<file path="src/rtl/ccff_loader.sv">
// ccff_loader: streams configuration words MSB-first into the fabric
// configuration chain and packs the bits leaving the chain tail into
// readback words, so the previously loaded image can be compared.
`timescale 1ns/1ps

module ccff_loader #(
  parameter int CHAIN_LEN = 1024,
  parameter int WORD_W    = 8
) (
  input  logic              prog_clk,
  input  logic              prog_reset,
  input  logic              start,
  input  logic [WORD_W-1:0] bs_data,
  input  logic              bs_valid,
  output logic              bs_ready,
  output logic              ccff_head,
  output logic              ccff_shift_en,
  input  logic              ccff_tail,
  output logic [WORD_W-1:0] rb_data,
  output logic              rb_valid,
  output logic              busy,
  output logic              done,
  output logic [1:0]        dbg_state
);

  // Handshake: a bitstream word transfers on every prog_clk edge where
  // bs_valid and bs_ready are both high. bs_ready never depends on
  // bs_valid, and the producer must hold bs_data stable while bs_valid is
  // high without bs_ready. rb_valid is a one-cycle pulse with no ready.

  localparam int CNT_W     = $clog2(CHAIN_LEN + 1);
  localparam int IDX_W     = $clog2(WORD_W + 1);
  // Bits of the last, possibly partial, word and the zero padding that
  // left-aligns its readback.
  localparam int TAIL_BITS = CHAIN_LEN % WORD_W;
  localparam int PAD       = (TAIL_BITS == 0) ? 0 : (WORD_W - TAIL_BITS);

  localparam logic [CNT_W-1:0] LAST_CNT = CNT_W'(CHAIN_LEN - 1);
  localparam logic [IDX_W-1:0] FULL_IDX = IDX_W'(WORD_W);
  localparam logic [IDX_W-1:0] ONE_IDX  = IDX_W'(1);

  typedef enum logic [1:0] {
    ST_IDLE  = 2'd0,
    ST_FETCH = 2'd1,
    ST_SHIFT = 2'd2,
    ST_DONE  = 2'd3
  } state_e;

  state_e            state_q, state_d;
  logic [WORD_W-1:0] sr_q, sr_d;          // outgoing word, MSB is next bit
  logic [IDX_W-1:0]  idx_q, idx_d;        // bits of current word still to shift
  logic [CNT_W-1:0]  cnt_q, cnt_d;        // bits shifted so far in this load
  logic [WORD_W-1:0] rb_sh_q, rb_sh_d;    // tail bits being packed
  logic [WORD_W-1:0] rb_data_q, rb_data_d;
  logic              rb_valid_q, rb_valid_d;
  logic              head_q, head_d;
  logic              shift_en_q, shift_en_d;

  logic last_bit;
  logic word_end;
  logic ready_c;

  // Decode of the bit being shifted this cycle.
  assign last_bit = (cnt_q == LAST_CNT);
  assign word_end = (idx_q == ONE_IDX);

  // Ready in FETCH, and as a prefetch on the last bit of a word when more
  // bits are still owed to the chain.
  assign ready_c = (state_q == ST_FETCH) ||
                   ((state_q == ST_SHIFT) && word_end && !last_bit);

  // Next-state, datapath and registered-output decode.
  always_comb begin
    state_d    = state_q;
    sr_d       = sr_q;
    idx_d      = idx_q;
    cnt_d      = cnt_q;
    rb_sh_d    = rb_sh_q;
    rb_data_d  = rb_data_q;
    rb_valid_d = 1'b0;
    head_d     = 1'b0;
    shift_en_d = 1'b0;

    case (state_q)
      ST_IDLE, ST_DONE: begin
        if (start) begin
          state_d = ST_FETCH;
          cnt_d   = '0;
        end
      end

      ST_FETCH: begin
        if (bs_valid) begin
          sr_d    = bs_data;
          idx_d   = FULL_IDX;
          state_d = ST_SHIFT;
        end
      end

      ST_SHIFT: begin
        // The chain shifts on the edge ending this cycle; the tail value
        // captured here is the pre-shift bit.
        sr_d    = {sr_q[WORD_W-2:0], 1'b0};
        idx_d   = idx_q - ONE_IDX;
        cnt_d   = cnt_q + CNT_W'(1);
        rb_sh_d = {rb_sh_q[WORD_W-2:0], ccff_tail};

        if (last_bit) begin
          // Leftover low bits of the last word are dropped; the partial
          // readback word is left-aligned with zeros below it.
          state_d    = ST_DONE;
          rb_valid_d = 1'b1;
          rb_data_d  = rb_sh_d << PAD;
        end else if (word_end) begin
          rb_valid_d = 1'b1;
          rb_data_d  = rb_sh_d;
          if (bs_valid) begin
            sr_d  = bs_data;
            idx_d = FULL_IDX;
          end else begin
            state_d = ST_FETCH;
          end
        end
      end

      default: state_d = ST_IDLE;
    endcase

    // Chain drive is registered so the gated programming clock sees a
    // clean enable.
    if (state_d == ST_SHIFT) begin
      shift_en_d = 1'b1;
      head_d     = sr_d[WORD_W-1];
    end
  end

  // State and datapath registers; reset abandons any load in progress.
  always_ff @(posedge prog_clk or negedge prog_reset) begin
    if (!prog_reset) begin
      state_q    <= ST_IDLE;
      sr_q       <= '0;
      idx_q      <= '0;
      cnt_q      <= '0;
      rb_sh_q    <= '0;
      rb_data_q  <= '0;
      rb_valid_q <= 1'b0;
      head_q     <= 1'b0;
      shift_en_q <= 1'b0;
    end else begin
      state_q    <= state_d;
      sr_q       <= sr_d;
      idx_q      <= idx_d;
      cnt_q      <= cnt_d;
      rb_sh_q    <= rb_sh_d;
      rb_data_q  <= rb_data_d;
      rb_valid_q <= rb_valid_d;
      head_q     <= head_d;
      shift_en_q <= shift_en_d;
    end
  end

  assign bs_ready      = ready_c;
  assign ccff_head     = head_q;
  assign ccff_shift_en = shift_en_q;
  assign rb_data       = rb_data_q;
  assign rb_valid      = rb_valid_q;
  assign busy          = (state_q == ST_FETCH) || (state_q == ST_SHIFT);
  assign done          = (state_q == ST_DONE);
  assign dbg_state     = state_q;

endmodule

</file>
<file path="config.mk">
export PLATFORM = sky130hd
export DESIGN_NAME = ccff_loader
export DESIGN_NICKNAME = d
export VERILOG_FILES = /design/src/rtl/ccff_loader.sv
export SDC_FILE = /design/constraint.sdc
export NUM_CORES = 1
export LEC_CHECK = 0
export CAP_MARGIN = 10
export CORE_MARGIN = 4
export CORE_UTILIZATION = 58
export CTS_CLUSTER_DIAMETER = 40
export DETAILED_ROUTE_END_ITERATION = 16
export GPL_TIMING_DRIVEN = 0
export PLACE_DENSITY = 0.84
export SKIP_LAST_GASP = 1
export SLEW_MARGIN = 5
export SYNTH_ARGS = -nofsm -noshare
export SYNTH_HDL_FRONTEND = slang
export SYNTH_SLANG_ARGS = --single-unit
</file>
<file path="constraint.sdc">
create_clock -name prog_clk -period 3.9 [get_ports prog_clk]
set_clock_uncertainty 0.2 [all_clocks]
set_input_delay 0.39 -clock prog_clk [delete_from_list [all_inputs] [get_ports prog_clk]]
set_output_delay 0.39 -clock prog_clk [all_outputs]
set_load 0.05 [all_outputs]
</file>
==> results of run 1 <==
==> path summary, 6_finish.rpt <==
kind                                         from                     end  cells after the start
max                          cnt_q[0]$_DFFE_PN0P_                bs_ready                      6
min                                    prog_reset       sr_q[7]$_DFF_PN0_                      2
max reg2reg                  cnt_q[0]$_DFFE_PN0P_     sr_q[5]$_DFFE_PN0P_                      6
min reg2reg                rb_sh_q[6]$_DFFE_PN0P_  rb_data[7]$_DFFE_PN0P_                      1
max in group asynchronous              prog_reset  rb_sh_q[6]$_DFFE_PN0P_                      3
min in group prog_clk      rb_sh_q[6]$_DFFE_PN0P_  rb_data[7]$_DFFE_PN0P_                      1
==> cell usage after synthesis (3+ instances only) <==
cell,count
xor2_1,5
nand4_1,3
nand3_1,5
a22o_1,3
o21ai_0,6
and2_2,5
mux2_2,16
clkbuf_1,3
ha_1,6
nand2_1,10
inv_1,12
a21oi_1,9
o31ai_1,3
clkbuf_8,3
nor3_1,3
a221o_1,6
xnor2_1,3
nor2_1,16
dfrtp_1,43
==> flip-flops by register name, indices dropped and copies added, names as in the netlist <==
signal,flops
rb_sh_q,7
sr_q,8
rb_data,8
rb_valid,1
cnt_q,11
ccff_head,1
dbg_state,2
idx_q,4
ccff_shift_en,1
==> cell type report <==
| cell class | instances | area [µm²] |
|---|---|---|
| Inverter | 13 | 48.80 |
| Timing Repair Buffer | 30 | 305.3 |
| Clock buffer | 5 | 68.82 |
| Sequential cell | 43 | 1076 |
| Clock inverter | 3 | 67.56 |
| Buffer | 6 | 52.55 |
| Tap cell | 46 | 57.56 |
| Multi-Input combinational cell | 130 | 988.4 |
| Fill cell | 238 | 803.3 |
==> report_power, final <==
part           switching, W  internal (W)
combinational      0.000482      0.000331
sequential        0.0000955      0.000560
clock              0.000158      0.000255
total              0.000736       0.00115
==> cells by family after synthesis <==
logic type      after synthesis
compound gates               40
xor+xnor                      8
fa+ha+maj                     6
buf+inv                      19
flops                        43
mux                          17
simple gates                 59
==> through the flow <==
step                      power (W)  instances    util  setup slack [ns]
final                      0.001882        276  0.7684            0.6280
after detailed placement   0.001461        267  0.7262            0.9615
after global placement     0.001421        266  0.7219            0.9828
after CTS                  0.001882        276  0.7684            0.6199
after global routing       0.001990        276  0.7684            0.5274
after floorplan            0.001231        192       -             1.258
==> routing by layer <==
| metal | routed length (µm) | track usage |
|---|---|---|
| met1 | 1860 | 0.2460 |
| met2 | 2074 | 0.3051 |
| met3 | 366 | 0.07122 |
| met4 | 78 | 0.08243 |
| met5 | 0 | 0 |
==> timing repair <==
action / 4_1_cts / 5_1_grt
hold endpoints to repair: 10 / 0
hold buffers: 1 / 0
setup endpoints to repair: 0 / 0
==> summary.md, run 1 <==
| Metric | Value |
|---|---|
| Initial antenna violation count | 0 |
| Setup crit start kind | register |
| Req. time, crit path | 3.31 ns |
| WHS | 0.2911 ns |
| CTS root buf | clkbuf_8 |
| Leak | 1.208 nW |
| DP HPWL | 3166 µm |
| Die W | 69.11 µm |
| Fin crit share | 0.8390 |
| Setup_tns | 0 ns |
| # DRC | 0 |
| Yosys warning total | 0 |
| Slowest cell delay on critical path | 0.70 ns |
| Crit Path Max Fanout | 7 |
| Clock tree buffer depth | 2 |
| Total track usage | 0.1959 |
| DRT Pass-1 Iters | 4 |
| Crit path kind | register to output pin |
| CP Buf/Inv Count | 1 |
| Setup violators final | 0 |
| Vias | 1698 |
| Layout cell share with drive strength beyond 1 | 0.1913 |
| Slowest cell on crit path | clkdlybuf4s50_1 |
| Post-cts resize count | 0 |
| Run status | finished, final reports clean |
| Diodes inserted | 0 |
| Hold Fails Final Rpt | 0 |
| Multiplexer share of the synthesized area | 0.08781 |
| Distinct cells, synth | 49 |
| Synth Area in Compound Gates | 0.1421 |
| Initial Util | 0.6245 |
| Delay-heaviest family, CP | simple AND/OR/NAND/NOR gates |
| Reg2Reg Setup Slack | 1.52 ns |
| Die Y | 69.11 µm |
| Routed vias/inst | 6.152 |
| Worst slew margin | 0.5553 |
| Top-area cell type share of the netlist area | 0.4968 |
| H-tree depth | 2 |
| Seq/Total Area, Yosys | 0.4968 |
| Critical path, cell by cell | ha_1, and4_4, nor4b_4, nor3_2, or2_2, clkdlybuf4s50_1 |
| Synthesized area | 2166 µm² |
| Area of the core | 3468 µm² |
| Crit path capture type | output pin |
| Worst-Margin Slew | 0.6627 ns |
| Vias in the first global route | 1709 |
| Fmax | 0.3056 GHz |
| Worst skew pair latency | 0.30 ns |
| Clock sinks | 43 |
| Post-CTS Setup Inserts | 0 |
| Total CTS buffers | 5 |
| PortBufs | 28 |
| Routed WL | 4380 µm |
| Die area | 4776 µm² |
| Final Instance Area | 2665 µm² |
| Synth Instances | 192 |
| WL per Instance | 15.87 µm |
| VDD IR-drop max | 469.8 µV |
| Main synth FF type | dfrtp_1 |
| GR Overflow Total | 0 |
| Synthesis-stage register bit count | 43 |
| Initial DRC Count | 187 |
| Synth top area cells | dfrtp_1, mux2_2, ha_1 |
| Clock slew at reported path FFs | 0.08 ns |
| Nets@finish | 248 |
| CTS tree | yes |
| Placed Area | 2519 µm² |
| Largest net degree at the start of global routing | 34 |
| Largest family of logic cells by synthesized area | simple AND/OR/NAND/NOR gates |
| Post-Synth XOR/XNOR Area | 0.03235 |
| Syn_nets | 211 |
| Synth area leader | dfrtp_1 |
| Synth Area in Simple Gates | 0.1594 |
| Max Cap Viol | 0 |
| Number of synthesized flops with an enable pin | 0 |
| First-pass GRT wire length | 7624 µm |
| Area growth from synthesis to layout | 23.05% |
| Commonest non-fill, non-tap cell in the layout | dfrtp_1 |
| Async SR Flop Fraction | 1.000 |
| RSZ-0062 raised after global routing | no |
| Commonest cells after routing, fill and taps aside | dfrtp_1, clkdlybuf4s50_1, nor2_1, mux2_2, inv_1 |
| Syn Area/Cell | 11.28 µm² |
| Class of the worst hold path | input port to async pin |
| Tmin final | 3.272 ns |
| Power Dens Cells | 706.1 nW/µm² |
| Antenna viol nets, final | 0 |
| Top Ports | 29 |
| CP arrival | 2.68 ns |
| Final Max Tran Viols | 0 |
| GP Congestion | 0.9510 |
| Cell Rows | 21 |
| Adder-Cell Fraction of Synth Area | 0.03466 |
Note: power is estimated with default switching activity, not from simulation.
==> inputs of run 2 (changes only) <==
CORE_UTILIZATION = 54   (was 58)
PLACE_DENSITY = 0.79   (was 0.84)
clock period = 3.14 ns   (was 3.9 ns; I/O delays follow)
==> run 2 against run 1 <==
Against the previous run:
- cell area hardly changed
- first-iteration DRC count is 34% lower
- cell count is 0.72% higher
- sequential power is 24% higher
- die area is 6.5% higher
- worst hold slack worse by 0.017 ns
- flip-flop and latch count stayed put
- non-clock buffer count stayed put
- critical path type unchanged
- largest cell class unchanged
==> summary.md, run 2 (synthesis gave the netlist of run 1 again) <==
| Metric | Value |
|---|---|
| Vias | 1650 (was 1698) |
| DRT Pass-1 Iters | 4 (unchanged) |
| CTS tree | yes (unchanged) |
| Final Max Tran Viols | 0 (unchanged) |
| First-pass GRT wire length | 7803 µm (was 7624 µm) |
| Crit Path Max Fanout | 7 (unchanged) |
| Crit path capture type | output pin (unchanged) |
| Initial Util | 0.5743 (was 0.6245) |
| GP Congestion | 0.8529 (was 0.9510) |
| Nets@finish | 248 (unchanged) |
| Power Dens Cells | 873.2 nW/µm² (was 706.1 nW/µm²) |
| Worst-Margin Slew | 0.6120 ns (was 0.6627 ns) |
| Die W | 71.33 µm (was 69.11 µm) |
| Clock tree buffer depth | 2 (unchanged) |
| GR Overflow Total | 0 (unchanged) |
| Diodes inserted | 0 (unchanged) |
| PortBufs | 28 (unchanged) |
| WHS | 0.2742 ns (was 0.2911 ns) |
| Power consumption | 0.002328 W (was 0.001882 W) |
| Worst slew margin | 0.5893 (was 0.5553) |
| Worst slack, placed | 0.2217 ns (was 0.9615 ns) |
| Die area | 5088 µm² (was 4776 µm²) |
| Initial DRC Count | 124 (was 187) |
| Final setup margin | 0.1701 ns (was 0.6280 ns) |
| Layout cell share with drive strength beyond 1 | 0.1913 (unchanged) |
| Clock sinks | 43 (unchanged) |
| Req. time, crit path | 2.63 ns (was 3.31 ns) |
| Leak | 1.210 nW (was 1.208 nW) |
| Tmin final | 2.970 ns |
| Die Y | 71.33 µm (was 69.11 µm) |
| H-tree depth | 2 (unchanged) |
| Clock slew at reported path FFs | 0.08 ns (about the same) |
| RSZ-0062 raised after global routing | no (unchanged) |
| Crit path kind | register to output pin (unchanged) |
| Top Ports | 29 (unchanged) |
| DP HPWL | 3335 µm (was 3166 µm) |
| Largest net degree at the start of global routing | 28 (was 34) |
| Fmax | 0.3367 GHz |
| Setup violators final | 0 (unchanged) |
| Antenna viol nets, final | 0 (unchanged) |
| Class of the worst hold path | input port to async pin (unchanged) |
| Routed WL | 4573 µm (was 4380 µm) |
| Area of the core | 3771 µm² (was 3468 µm²) |
| Setup crit start kind | register (unchanged) |
| Run status | finished, final reports clean (unchanged) |
| Post-CTS Setup Inserts | 0 (unchanged) |
| Worst skew pair latency | 0.29 ns (was 0.30 ns) |
| Largest Register | cnt_q (unchanged) |
| Filler Cells Inserted | 275 (was 238) |
| Setup_tns | 0 ns (unchanged) |
| Fin crit share | 0.9458 |
| Routed vias/inst | 5.935 (was 6.152) |
| Commonest non-fill, non-tap cell in the layout | dfrtp_1 (unchanged) |
| VDD IR-drop max | 544.4 µV (was 469.8 µV) |
| Cell Rows | 22 (was 21) |
| Commonest cells after routing, fill and taps aside | dfrtp_1, clkdlybuf4s50_1, nor2_1, mux2_2, inv_1 (unchanged) |
| # DRC | 0 (unchanged) |
| CTS root buf | clkbuf_8 (unchanged) |
| Total CTS buffers | 5 (unchanged) |
| WL per Instance | 16.45 µm (was 15.87 µm) |
| Reg2Reg Depth | 6 (unchanged) |
| Initial antenna violation count | 0 (unchanged) |
| Vias in the first global route | 1705 (was 1709) |
| Area growth from synthesis to layout | 23.11% (was 23.05%) |
| Max Cap Viol | 0 (unchanged) |
| Max reg flops | 11 (unchanged) |
| CP arrival | 2.46 ns (was 2.68 ns) |
| Hold Fails Final Rpt | 0 (unchanged) |
| Total track usage | 0.1929 (was 0.1959) |
==> run 2: changes by cell type in the layout (fill, tap and decap cells not counted) <==
cell and delta:
clkdlybuf4s50_1 -1, dlygate4sd2_1 +1
==> run 2: metal layers <==
metal / global-route usage / part of all wire / wire length, µm
met5: 0 / 0 / 0
met4: 0.08768 / 0.019 / 86
met3: 0.03226 / 0.034 / 157
met2: 0.3276 / 0.53 / 2406
met1: 0.2403 / 0.42 / 1922
==> run 2: power by group <==
group	internal [W]	switching [W]	total (W)
clock network	0.000317	0.000193	0.000510
logic	0.000406	0.000601	0.00101
registers	0.000695	0.000117	0.000812
==> run 2: worst paths after layout <==
path	from	to	slack, ns
max reg2reg	cnt_q[0]$_DFFE_PN0P_	sr_q[1]$_DFFE_PN0P_	0.72
max	cnt_q[0]$_DFFE_PN0P_	bs_ready	0.17
min in group prog_clk	sr_q[3]$_DFFE_PN0P_	sr_q[4]$_DFFE_PN0P_	0.32
min reg2reg	sr_q[3]$_DFFE_PN0P_	sr_q[4]$_DFFE_PN0P_	0.32
max in group asynchronous	prog_reset	idx_q[0]$_DFFE_PN0P_	1.99
min	prog_reset	cnt_q[6]$_DFFE_PN0P_	0.27
==> run 2: cell type report <==
| class | instances | area, µm² | share of cell area |
|---|---|---|---|
| Clock buffer | 5 | 68.82 | 0.02581 |
| Clock inverter | 3 | 67.56 | 0.02534 |
| Tap cell | 48 | 60.06 | 0.02252 |
| Sequential cell | 43 | 1076 | 0.4036 |
| Buffer | 6 | 52.55 | 0.01971 |
| Timing Repair Buffer | 30 | 304.0 | 0.1140 |
| Inverter | 13 | 48.80 | 0.01830 |
| Multi-Input combinational cell | 130 | 988.4 | 0.3707 |
==> run 2: through the flow <==
stage            util  cells  area, µm²
3_3_place_gp   0.6646    268       2506
3_5_place_dp   0.6685    269       2521
2_1_floorplan       -    192       2166
4_1_cts        0.7070    278       2666
6_report       0.7070    278       2666
5_1_grt        0.7070    278       2666
==> run 2: what timing repair did <==
action | CTS | global route
endpoints found under the setup margin | 1 | 0
endpoints found under the hold margin | 16 | 0
hold buffers | 1 | 0
resized for setup | 1 | 0
==> run 2: critical path, cell delays in order (launching register included) <==
cell and delay, ns:
dfrtp_1 0.43, ha_1 0.22, and4_4 0.24, nor4b_4 0.45, nor3_2 0.11, or2_2 0.29, dlygate4sd2_1 0.43
